**src/rtl/piece_controller.sv**
```systemverilog
`default_nettype none
// ============================================================================
//  Module      : piece_controller
//  Description : Active-piece state machine for a falling-block game. Spawns
//                pieces from a fixed table, applies gravity, keyed moves with
//                delayed auto-repeat, and runs the grounded-piece lock timer.
//                Candidate positions are published for an external legality
//                checker that answers through can_move.
//  Revision    : 1.0 - initial release
// ============================================================================
module piece_controller #(
    parameter int COLS        = 10,
    parameter int ROWS        = 20,
    parameter int CW          = 5,
    parameter int DAS         = 3,
    parameter int ARR         = 1,
    parameter int LOCK_FRAMES = 30
) (
    input  logic              Clk,
    input  logic              Reset,
    input  logic              frame_tick,
    input  logic              spawn_req,
    input  logic [2:0]        spawn_type,
    input  logic              key_left,
    input  logic              key_right,
    input  logic              key_down,
    input  logic              key_rot_l,
    input  logic              key_rot_r,
    input  logic [5:0]        grav_period,
    input  logic [4:0]        can_move,
    input  logic [4*CW-1:0]   x_rot_l,
    input  logic [4*CW-1:0]   y_rot_l,
    input  logic [4*CW-1:0]   x_rot_r,
    input  logic [4*CW-1:0]   y_rot_r,
    output logic [4*CW-1:0]   x_block,
    output logic [4*CW-1:0]   y_block,
    output logic [4*CW-1:0]   x_left,
    output logic [4*CW-1:0]   x_right,
    output logic [4*CW-1:0]   y_down,
    output logic [1:0]        orientation,
    output logic              piece_active,
    output logic              spawn_ack,
    output logic              lock_pulse,
    output logic [2:0]        piece_type
);

    // Hold counters run 0..DAS+ARR-1, lock counter 0..LOCK_FRAMES.
    localparam int KW = $clog2(DAS + ARR + 1) + 1;
    localparam int LW = $clog2(LOCK_FRAMES + 2);
    localparam int X_OFF = COLS / 2 - 5;

    localparam logic [KW-1:0] c_DAS_K  = KW'(DAS);
    localparam logic [KW-1:0] c_WRAP_K = KW'(DAS + ARR - 1);
    localparam logic [KW-1:0] c_ONE_K  = KW'(1);
    localparam logic [LW-1:0] c_LOCK_K = LW'(LOCK_FRAMES);
    localparam logic [CW-1:0] c_ONE_C  = CW'(1);

    // Key index: 0 left, 1 right, 2 rot_l, 3 rot_r.
    localparam int K_LEFT  = 0;
    localparam int K_RIGHT = 1;
    localparam int K_ROTL  = 2;
    localparam int K_ROTR  = 3;

    // can_move bit positions: {left,right,rot_l,rot_r,down}.
    localparam int M_DOWN  = 0;
    localparam int M_ROTR  = 1;
    localparam int M_ROTL  = 2;
    localparam int M_RIGHT = 3;
    localparam int M_LEFT  = 4;

    generate
        if (($clog2(COLS) > CW) || ($clog2(ROWS) > CW)) begin : g_bad_params
            $error("piece_controller: CW too narrow for COLS/ROWS");
        end
    endgenerate

    typedef enum logic [1:0] {
        ST_IDLE    = 2'd0,
        ST_FALL    = 2'd1,
        ST_LOCKING = 2'd2,
        ST_LOCKED  = 2'd3
    } state_t;

    state_t            state_q, state_d;
    logic [4*CW-1:0]   x_q, x_d;
    logic [4*CW-1:0]   y_q, y_d;
    logic [1:0]        orient_q, orient_d;
    logic [2:0]        type_q, type_d;
    logic [5:0]        grav_q, grav_d;
    logic [LW-1:0]     lock_q, lock_d;
    logic [KW-1:0]     hold_q [4];
    logic [KW-1:0]     hold_d [4];
    logic              ack_q, ack_d;
    logic              lpulse_q, lpulse_d;

    logic [3:0]        w_keys;
    logic [3:0]        w_fire;
    logic [KW-1:0]     w_hold_next [4];
    logic [5:0]        w_eff_period;
    logic [5:0]        w_grav_inc;
    logic              w_grav_due;
    logic [LW-1:0]     w_lock_inc;

    // Pack four cell coordinates, cell 0 in the least significant slot.
    function automatic logic [4*CW-1:0] pack_cells(input int c0, input int c1,
                                                   input int c2, input int c3,
                                                   input int off);
        logic [4*CW-1:0] r;
        r[0*CW +: CW] = CW'(c0 + off);
        r[1*CW +: CW] = CW'(c1 + off);
        r[2*CW +: CW] = CW'(c2 + off);
        r[3*CW +: CW] = CW'(c3 + off);
        return r;
    endfunction

    function automatic logic [4*CW-1:0] spawn_x(input logic [2:0] t);
        case (t)
            3'd0:    return pack_cells(3, 4, 5, 6, X_OFF);
            3'd1:    return pack_cells(4, 4, 5, 6, X_OFF);
            3'd2:    return pack_cells(6, 6, 5, 4, X_OFF);
            3'd3:    return pack_cells(4, 5, 4, 5, X_OFF);
            3'd4:    return pack_cells(6, 5, 5, 4, X_OFF);
            3'd5:    return pack_cells(4, 5, 5, 6, X_OFF);
            default: return pack_cells(4, 5, 5, 6, X_OFF);
        endcase
    endfunction

    function automatic logic [4*CW-1:0] spawn_y(input logic [2:0] t);
        case (t)
            3'd0:    return pack_cells(0, 0, 0, 0, 0);
            3'd1:    return pack_cells(0, 1, 1, 1, 0);
            3'd2:    return pack_cells(0, 1, 1, 1, 0);
            3'd3:    return pack_cells(0, 0, 1, 1, 0);
            3'd4:    return pack_cells(0, 0, 1, 1, 0);
            3'd5:    return pack_cells(1, 0, 1, 1, 0);
            default: return pack_cells(0, 1, 0, 1, 0);
        endcase
    endfunction

    // Translation candidates per cell, wrapping in CW bits.
    generate
        for (genvar gi = 0; gi < 4; gi++) begin : g_cand
            assign x_left [gi*CW +: CW] = x_q[gi*CW +: CW] - c_ONE_C;
            assign x_right[gi*CW +: CW] = x_q[gi*CW +: CW] + c_ONE_C;
            assign y_down [gi*CW +: CW] = y_q[gi*CW +: CW] + c_ONE_C;
        end
    endgenerate

    assign w_keys = {key_rot_r, key_rot_l, key_right, key_left};

    // Key repeat: fire on first sight, then at DAS, then every ARR; the
    // translation counters wrap inside [DAS, DAS+ARR-1], rotation counters
    // saturate at 1 so rotations fire once per press.
    always_comb begin
        for (int k = 0; k < 4; k++) begin
            w_fire[k]      = 1'b0;
            w_hold_next[k] = '0;
            if (w_keys[k]) begin
                if (k < 2) begin
                    w_fire[k]      = (hold_q[k] == '0) || (hold_q[k] == c_DAS_K);
                    w_hold_next[k] = (hold_q[k] == c_WRAP_K) ? c_DAS_K
                                                              : hold_q[k] + c_ONE_K;
                end else begin
                    w_fire[k]      = (hold_q[k] == '0);
                    w_hold_next[k] = c_ONE_K;
                end
            end
        end
    end

    assign w_eff_period = key_down ? 6'd1 : ((grav_period == 6'd0) ? 6'd1 : grav_period);
    assign w_grav_inc   = grav_q + 6'd1;
    assign w_grav_due   = (w_grav_inc >= w_eff_period);
    assign w_lock_inc   = lock_q + LW'(1);

    // Next-state: spawn in IDLE, one move per frame tick, lock timing.
    always_comb begin
        state_d  = state_q;
        x_d      = x_q;
        y_d      = y_q;
        orient_d = orient_q;
        type_d   = type_q;
        grav_d   = grav_q;
        lock_d   = lock_q;
        ack_d    = 1'b0;
        lpulse_d = 1'b0;
        for (int k = 0; k < 4; k++) begin
            hold_d[k] = hold_q[k];
        end

        case (state_q)
            ST_IDLE: begin
                if (spawn_req && (spawn_type != 3'd7)) begin
                    state_d  = ST_FALL;
                    x_d      = spawn_x(spawn_type);
                    y_d      = spawn_y(spawn_type);
                    orient_d = 2'd0;
                    type_d   = spawn_type;
                    grav_d   = '0;
                    lock_d   = '0;
                    ack_d    = 1'b1;
                    for (int k = 0; k < 4; k++) begin
                        hold_d[k] = '0;
                    end
                end
            end

            ST_FALL, ST_LOCKING: begin
                if (frame_tick) begin
                    grav_d = w_grav_due ? 6'd0 : w_grav_inc;
                    for (int k = 0; k < 4; k++) begin
                        hold_d[k] = w_hold_next[k];
                    end

                    if (w_grav_due) begin
                        // Gravity owns this tick whether or not down is legal.
                        if (can_move[M_DOWN]) begin
                            y_d     = y_down;
                            state_d = ST_FALL;
                            lock_d  = '0;
                        end else if (state_q == ST_FALL) begin
                            state_d = ST_LOCKING;
                            lock_d  = '0;
                        end
                    end else if (w_fire[K_ROTL]) begin
                        if (can_move[M_ROTL]) begin
                            x_d      = x_rot_l;
                            y_d      = y_rot_l;
                            orient_d = orient_q - 2'd1;
                        end
                    end else if (w_fire[K_ROTR]) begin
                        if (can_move[M_ROTR]) begin
                            x_d      = x_rot_r;
                            y_d      = y_rot_r;
                            orient_d = orient_q + 2'd1;
                        end
                    end else if (w_fire[K_RIGHT]) begin
                        if (can_move[M_RIGHT]) begin
                            x_d = x_right;
                        end
                    end else if (w_fire[K_LEFT]) begin
                        if (can_move[M_LEFT]) begin
                            x_d = x_left;
                        end
                    end

                    // Lock timer keeps running through sideways moves and
                    // rotations; only a successful drop cancels it.
                    if ((state_q == ST_LOCKING) && !(w_grav_due && can_move[M_DOWN])) begin
                        lock_d = w_lock_inc;
                        if (w_lock_inc >= c_LOCK_K) begin
                            state_d  = ST_LOCKED;
                            lpulse_d = 1'b1;
                        end
                    end
                end
            end

            ST_LOCKED: begin
                state_d = ST_IDLE;
            end

            default: begin
                state_d = ST_IDLE;
            end
        endcase
    end

    // State and datapath registers with synchronous reset.
    always_ff @(posedge Clk) begin
        if (Reset) begin
            state_q  <= ST_IDLE;
            x_q      <= '0;
            y_q      <= '0;
            orient_q <= 2'd0;
            type_q   <= 3'd0;
            grav_q   <= '0;
            lock_q   <= '0;
            ack_q    <= 1'b0;
            lpulse_q <= 1'b0;
            for (int k = 0; k < 4; k++) begin
                hold_q[k] <= '0;
            end
        end else begin
            state_q  <= state_d;
            x_q      <= x_d;
            y_q      <= y_d;
            orient_q <= orient_d;
            type_q   <= type_d;
            grav_q   <= grav_d;
            lock_q   <= lock_d;
            ack_q    <= ack_d;
            lpulse_q <= lpulse_d;
            for (int k = 0; k < 4; k++) begin
                hold_q[k] <= hold_d[k];
            end
        end
    end

    assign x_block      = x_q;
    assign y_block      = y_q;
    assign orientation  = orient_q;
    assign piece_type   = type_q;
    assign spawn_ack    = ack_q;
    assign lock_pulse   = lpulse_q;
    assign piece_active = (state_q == ST_FALL) || (state_q == ST_LOCKING);

endmodule
`default_nettype wire

```
**config.mk**
```make
export PLATFORM = sky130hd
export DESIGN_NAME = piece_controller
export DESIGN_NICKNAME = d
export VERILOG_FILES = /design/src/rtl/piece_controller.sv
export SDC_FILE = /design/constraint.sdc
export NUM_CORES = 1
export LEC_CHECK = 0
export CORE_AREA = 2 2 100 122
export DETAILED_ROUTE_END_ITERATION = 6
export DIE_AREA = 0 0 102 124
export GPL_TIMING_DRIVEN = 0
export PLACE_DENSITY = 0.85
export RECOVER_POWER = 100
export SLEW_MARGIN = 5
export SYNTH_ARGS = -nofsm -noshare
export SYNTH_HDL_FRONTEND = slang
export SYNTH_SLANG_ARGS = --single-unit
```
**constraint.sdc**
```tcl
create_clock -name Clk -period 4.6 [get_ports Clk]
set_input_delay 0.46 -clock Clk [delete_from_list [all_inputs] [get_ports Clk]]
set_output_delay 0.46 -clock Clk [all_outputs]
set_load 0.005 [all_outputs]
```
Word level (Yosys, flattened, before mapping)
Memories as Yosys holds them, arrays and structs flattened.
Index checks and enable logic that the tools add are counted.
{ "totals": {"elab_cells": 166, "n_memories": 1, "input_bits": 103, "register_bits": 60, "mem_bits_rw": 16} }
{ "classes": {"n_eq_ne": 27, "reduce_logical": 27, "bitwise_logic": 8, "n_addsub": 18, "muxes": 74, "magnitude_cmp": 2} }
{ "mem_list": {"columns": ["name", "depth", "width", "rd", "rd_ports_with_merged_regs", "wr", "line", "source"], "rows": [
  ["hold_q", 4, 4, 4, 0, 4, "91", "logic [KW-1:0] hold_q [4];"]
]} }
{ "ops": {"columns": ["op", "count"], "rows": [
  ["2-to-1 mux 20 bit", 19],
  ["one-hot mux 17 bit (5 select lines)", 1],
  ["one-hot mux 20 bit (2 select lines)", 2],
  ["one-hot mux 16 bit (4 select lines)", 1],
  ["adder 5 x 1 -> 5 bit (second input constant)", 9],
  ["2-to-1 mux 16 bit", 2],
  ["2-to-1 mux 4 bit", 8],
  ["one-hot mux 16 bit (2 select lines)", 1],
  ["2-to-1 mux 5 bit", 6],
  ["2-to-1 mux 6 bit", 5],
  ["2-to-1 mux 2 bit", 14],
  ["inequality test 4 bit (second input constant)", 5],
  ["subtractor 5 x 1 -> 5 bit (second input constant)", 4],
  ["inequality test 3 bit (second input constant)", 6],
  ["zero test 4 bit", 4],
  ["inequality test 5 bit (second input constant)", 3],
  ["AND reduction 7 bit", 2],
  ["one-hot mux 6 bit (2 select lines)", 1],
  ["2-to-1 mux 1 bit", 11],
  ["one-hot mux 5 bit (2 select lines)", 1],
  ["AND reduction 9 bit", 1],
  ["adder 4 x 1 -> 4 bit (second input constant)", 2],
  ["equality test 4 x 2 -> 1 bit (second input constant)", 2],
  ["OR reduction 2 bit", 4],
  ["other kinds (26)", 42]
]} }

Longest topological paths before layout
An unclocked memory read counts as a cell.
{ "depth": {"word_depth": 11, "ltp_mapped": 12, "mapped_depth_nobuf": 10} }

Worst setup path before layout
Ideal clock, no wire load.
{ "synth_path": {"kind": "input to register", "start": "in grav_period[2]", "end": "reg y_q[11] (netlist: y_block[11])", "slack_ns": 1.580, "setup_ns": 0.132, "t_arrival_ns": 2.888, "path_stages": 10, "cell_sequence": "or4_1 o21ai_0 ha_1 nand2b_1 a21o_1 a21oi_1 o221ai_2 clkbuf_1 a211oi_1 nor3_1"} }
{ "synth_via": {"elab_chain_cells": 7} }
{ "synth_lines": {"columns": ["item", "line", "source"], "rows": [
  ["start, declared", "29", "input logic [5:0] grav_period,"],
  ["zero test 6 bit", "171", "assign w_eff_period = key_down ? 6'd1 : ((grav_period == 6'd0) ? 6'd1 : grav_period);"],
  ["2-to-1 mux 6 bit (*) (2 in series)", "171", null],
  ["greater-or-equal comparator 6 bit (*)", "173", "assign w_grav_due = (w_grav_inc >= w_eff_period);"],
  ["2-to-1 mux 20 bit", "215", "if (w_grav_due) begin"],
  ["2-to-1 mux 20 bit", "209", "if (frame_tick) begin"],
  ["one-hot mux 20 bit (2 select lines)", "191", "case (state_q)"],
  ["end signal, assigned", "287", "y_q <= y_d;"],
  ["end, declared", "86", "logic [4*CW-1:0] y_q, y_d;"]
]} }
Every way passes the cells marked *; elsewhere a longest branch is shown, timed or not. The select of a mux whose other input is x is not followed.
A chain may end at the register's enable or synchronous reset.

Final worst setup path
{ "layout_path": {"start": "in grav_period[3]", "end": "reg y_q[6] (netlist: y_block[6])"} }
The elaborated chain is that of the path after synthesis.

==> impl_metrics.tcl <==
set metrics [dict create \
    ys_async_sr_fraction_pct 0 \
    grt_overflow 0 \
    final_common_cell "dlygate4sd3_1" \
    grt_pass1_wl_mm 28.59 \
    hold_viol 0 \
    tns_ns 0 \
    drive_gt1_share_pct 2.514 \
    dieHeight_um 124 \
    p_clk_share_pct 26.0 \
    p_leak_nw 3.057 \
    first_global_vias 5679 \
    wire_per_inst_um 17.91 \
    dp_hpwl_mm 14.80 \
    diodes 0 \
    clock_skew_ns 0.005480 \
    cellPowerDensity_nw_per_um2 308.9 \
    fp-row-count 43 \
    worstPathArrival_ns 4.17 \
    finalSetupViolCount 0 \
    postSynthAreaPerCell_um2 7.339 \
    start_util_pct 44.46 \
    ant_nets 0 \
    num_io_pins 211 \
    die_w_um 102 \
    syn-cell-area_um2 5071 \
    yosysSeqAreaShare_pct 27.63 \
    cts-resized-gates 0 \
    gp_congestion 0.9240 \
    finalCritPeriodShare_pct 85.31 \
    placed_area_um2 7360 \
    clk_latency_ns 0.33 \
    synthFlopType "dfxtp_1" \
    design_area_um2 7596 \
    vias 6133 \
    yosysTopAreaCellShare_pct 27.63 \
    io_buffers 209 \
    grt_max_degree 11 \
    clockRootBuffer "clkbuf_16" \
    syn_nets 822 \
    cts_buffers 9 \
    wl_met3_mm 1.314 \
    cts_sinks 70 \
    critPathLaunchType "input pin" \
    mostFrequentLayoutCells "dlygate4sd3_1, clkdlybuf4s50_1, nand2_1, a21oi_1, dfxtp_1" \
    antenna_found_initial 0 \
    routed_via_density 5.721 \
    hp-class "in -> reg" \
    netlist_top_cells_area "dfxtp_1, a21oi_1, ha_1, nand2_1, nor2_1" \
    synthCells 691 \
    relSlewSlack_pct 37.15 \
    p_sw_mw 0.8197 \
    pwr-share-comb_pct 42.7 \
    maxCapViolations 0 \
    fillers 1002 \
    drc 0 \
    area_growth_syn_to_layout_pct 49.79 \
    criticalPathCategory "in -> reg" \
    ctsHtreeMaxLevel 3 \
    end_kind "register" \
    synth.distinct_cells 59 \
    period_minus_slack_ns 3.924 \
    critPathRequiredTime_ns 4.85 \
    rsz0062_at_grt "no" \
    ir_worst_vdd_v 0.0001743 \
    dieArea_um2 12650 \
    p_seq_share_pct 31.2 \
    drt_iter0_drc 396 \
    wirelength_mm 19.20 \
    wl_met2_mm 9.705 \
    whs_ns 0.4299 \
    top_layer_used "met4" \
    wl_met1_mm 7.308 \
    cts-hold-fix-buffers 0 \
    cts_tree "done" \
    clk_pin_slew_worst_paths_ns 0.05 \
    cts_setup_buffers 0 \
    synth_edf_count 0 \
    cp_max_fo 10 \
    p_sw_share_pct 34.94 \
    nets 1042 \
    drt_first_pass_iters 5 \
    worstMarginPinSlew_ns 0.9428 \
    clock.fmax_mhz 254.8 \
    slew_viol_final 0 \
    core_um2 11410 \
    ys_ff_latch 70 \
    power.internal_mw 1.526 \
    ctsLongestPathBuffers 2 \
    grt_usage_pct 29.17 \
    final_util_pct 66.60 \
    yosysWarnings 0 \
    outcome "completed" \
    yosys.area.top_type "dfxtp_1" \
]
layout make-up:
class,count,area [um^2],share of cell area [%]
clock buffer,13,240.2,3.163
tap,157,196.4,2.586
buffer,50,215.2,2.833
timing repair buffer,209,2092,27.54
inverter,33,123.9,1.631
multi-input combinational,538,3317,43.67
sequential,70,1401,18.45
clock inverter,2,10.01,0.1318
worst max-delay path: stages:
cell and delay, ns:
dlygate4sd3_1 0.54, or4_1 0.49, o21ai_0 0.19, ha_1 0.25
nand2b_1 0.14, a21o_1 0.21, a21oi_1 0.73, o221a_1 0.44
clkbuf_1 0.44, nor2_1 0.08, nor3_1 0.18
registers in the layout, indices dropped and copies added (netlist names):
| name | flops |
|---|---|
| state_q | 2 |
| spawn_ack | 1 |
| x_block | 20 |
| hold_q | 10 |
| lock_q | 5 |
| piece_type | 3 |
| orientation | 2 |
| lock_pulse | 1 |
| y_block | 20 |
| grav_q | 6 |
power groups by stage:
stage | sequential [mW] | combinational [mW] | clock, mW
global placement | 0.743 | 1.05 | 0
global route | 0.738 | 1.09 | 0.639
CTS | 0.732 | 1.07 | 0.612
finish | 0.732 | 1.00 | 0.611
detailed placement | 0.744 | 1.06 | 0
floorplan | 0.733 | 0.490 | 0
layer usage:
metal	global-route usage [%]	vias to the layer above
met2	50.74	305
met5	0	-
met1	33.82	2853
met4	16.25	0
met3	4.714	65
li1	-	2910
worst paths after layout:
path | startpoint | to | slack (ns) | cells after the start
max | grav_period[3] | y_block[6] | 0.68 | 11
min | spawn_type[0] | piece_type[0] | 0.43 | 3
max reg2reg | grav_q[0] | y_block[6] | 1.04 | 11
min reg2reg | piece_type[0] | piece_type[0] | 0.50 | 2
metrics by stage:
| stage | total power, mW | setup WS, ns | std cells |
|---|---|---|---|
| finish | 2.346 | 0.6758 | 1072 |
| floorplan | 1.223 | 1.580 | 691 |
| CTS | 2.414 | 0.8220 | 1072 |
| detailed placement | 1.808 | 0.4918 | 1057 |
| global placement | 1.793 | 0.5320 | 1057 |
| global route | 2.464 | 0.4073 | 1072 |
kinds of logic after synthesis:
kind of cell	count (synthesis)	share of synthesized area [%]
muxes	10	1.999
adders and majority gates	28	6.909
AOI/OAI and AO/OA	206	26.06
xor gates and xnor gates	48	8.290
DFF	70	27.63
buffers and inverters	83	6.884
and+or+nand+nor	246	22.23
cell usage after synthesis (4+ instances only):
cell type  instances
a211o_1            6
a211oi_1          22
mux2i_1            9
nor2_1            66
nor3b_1            5
inv_1             32
a21o_1             5
xor2_1            22
o21ai_0           35
nand2b_1          13
xnor2_1           26
nand2_1           75
a222oi_1           4
o211ai_1          10
nor3_1            30
buf_4              5
a31oi_1            9
nor4_1             4
dfxtp_1           70
a21oi_1           74
o22ai_1            4
nand3_1           31
clkbuf_1          39
nor2b_1            5
ha_1              28
a22oi_1            7
Note: power is estimated with default switching activity, not from simulation.
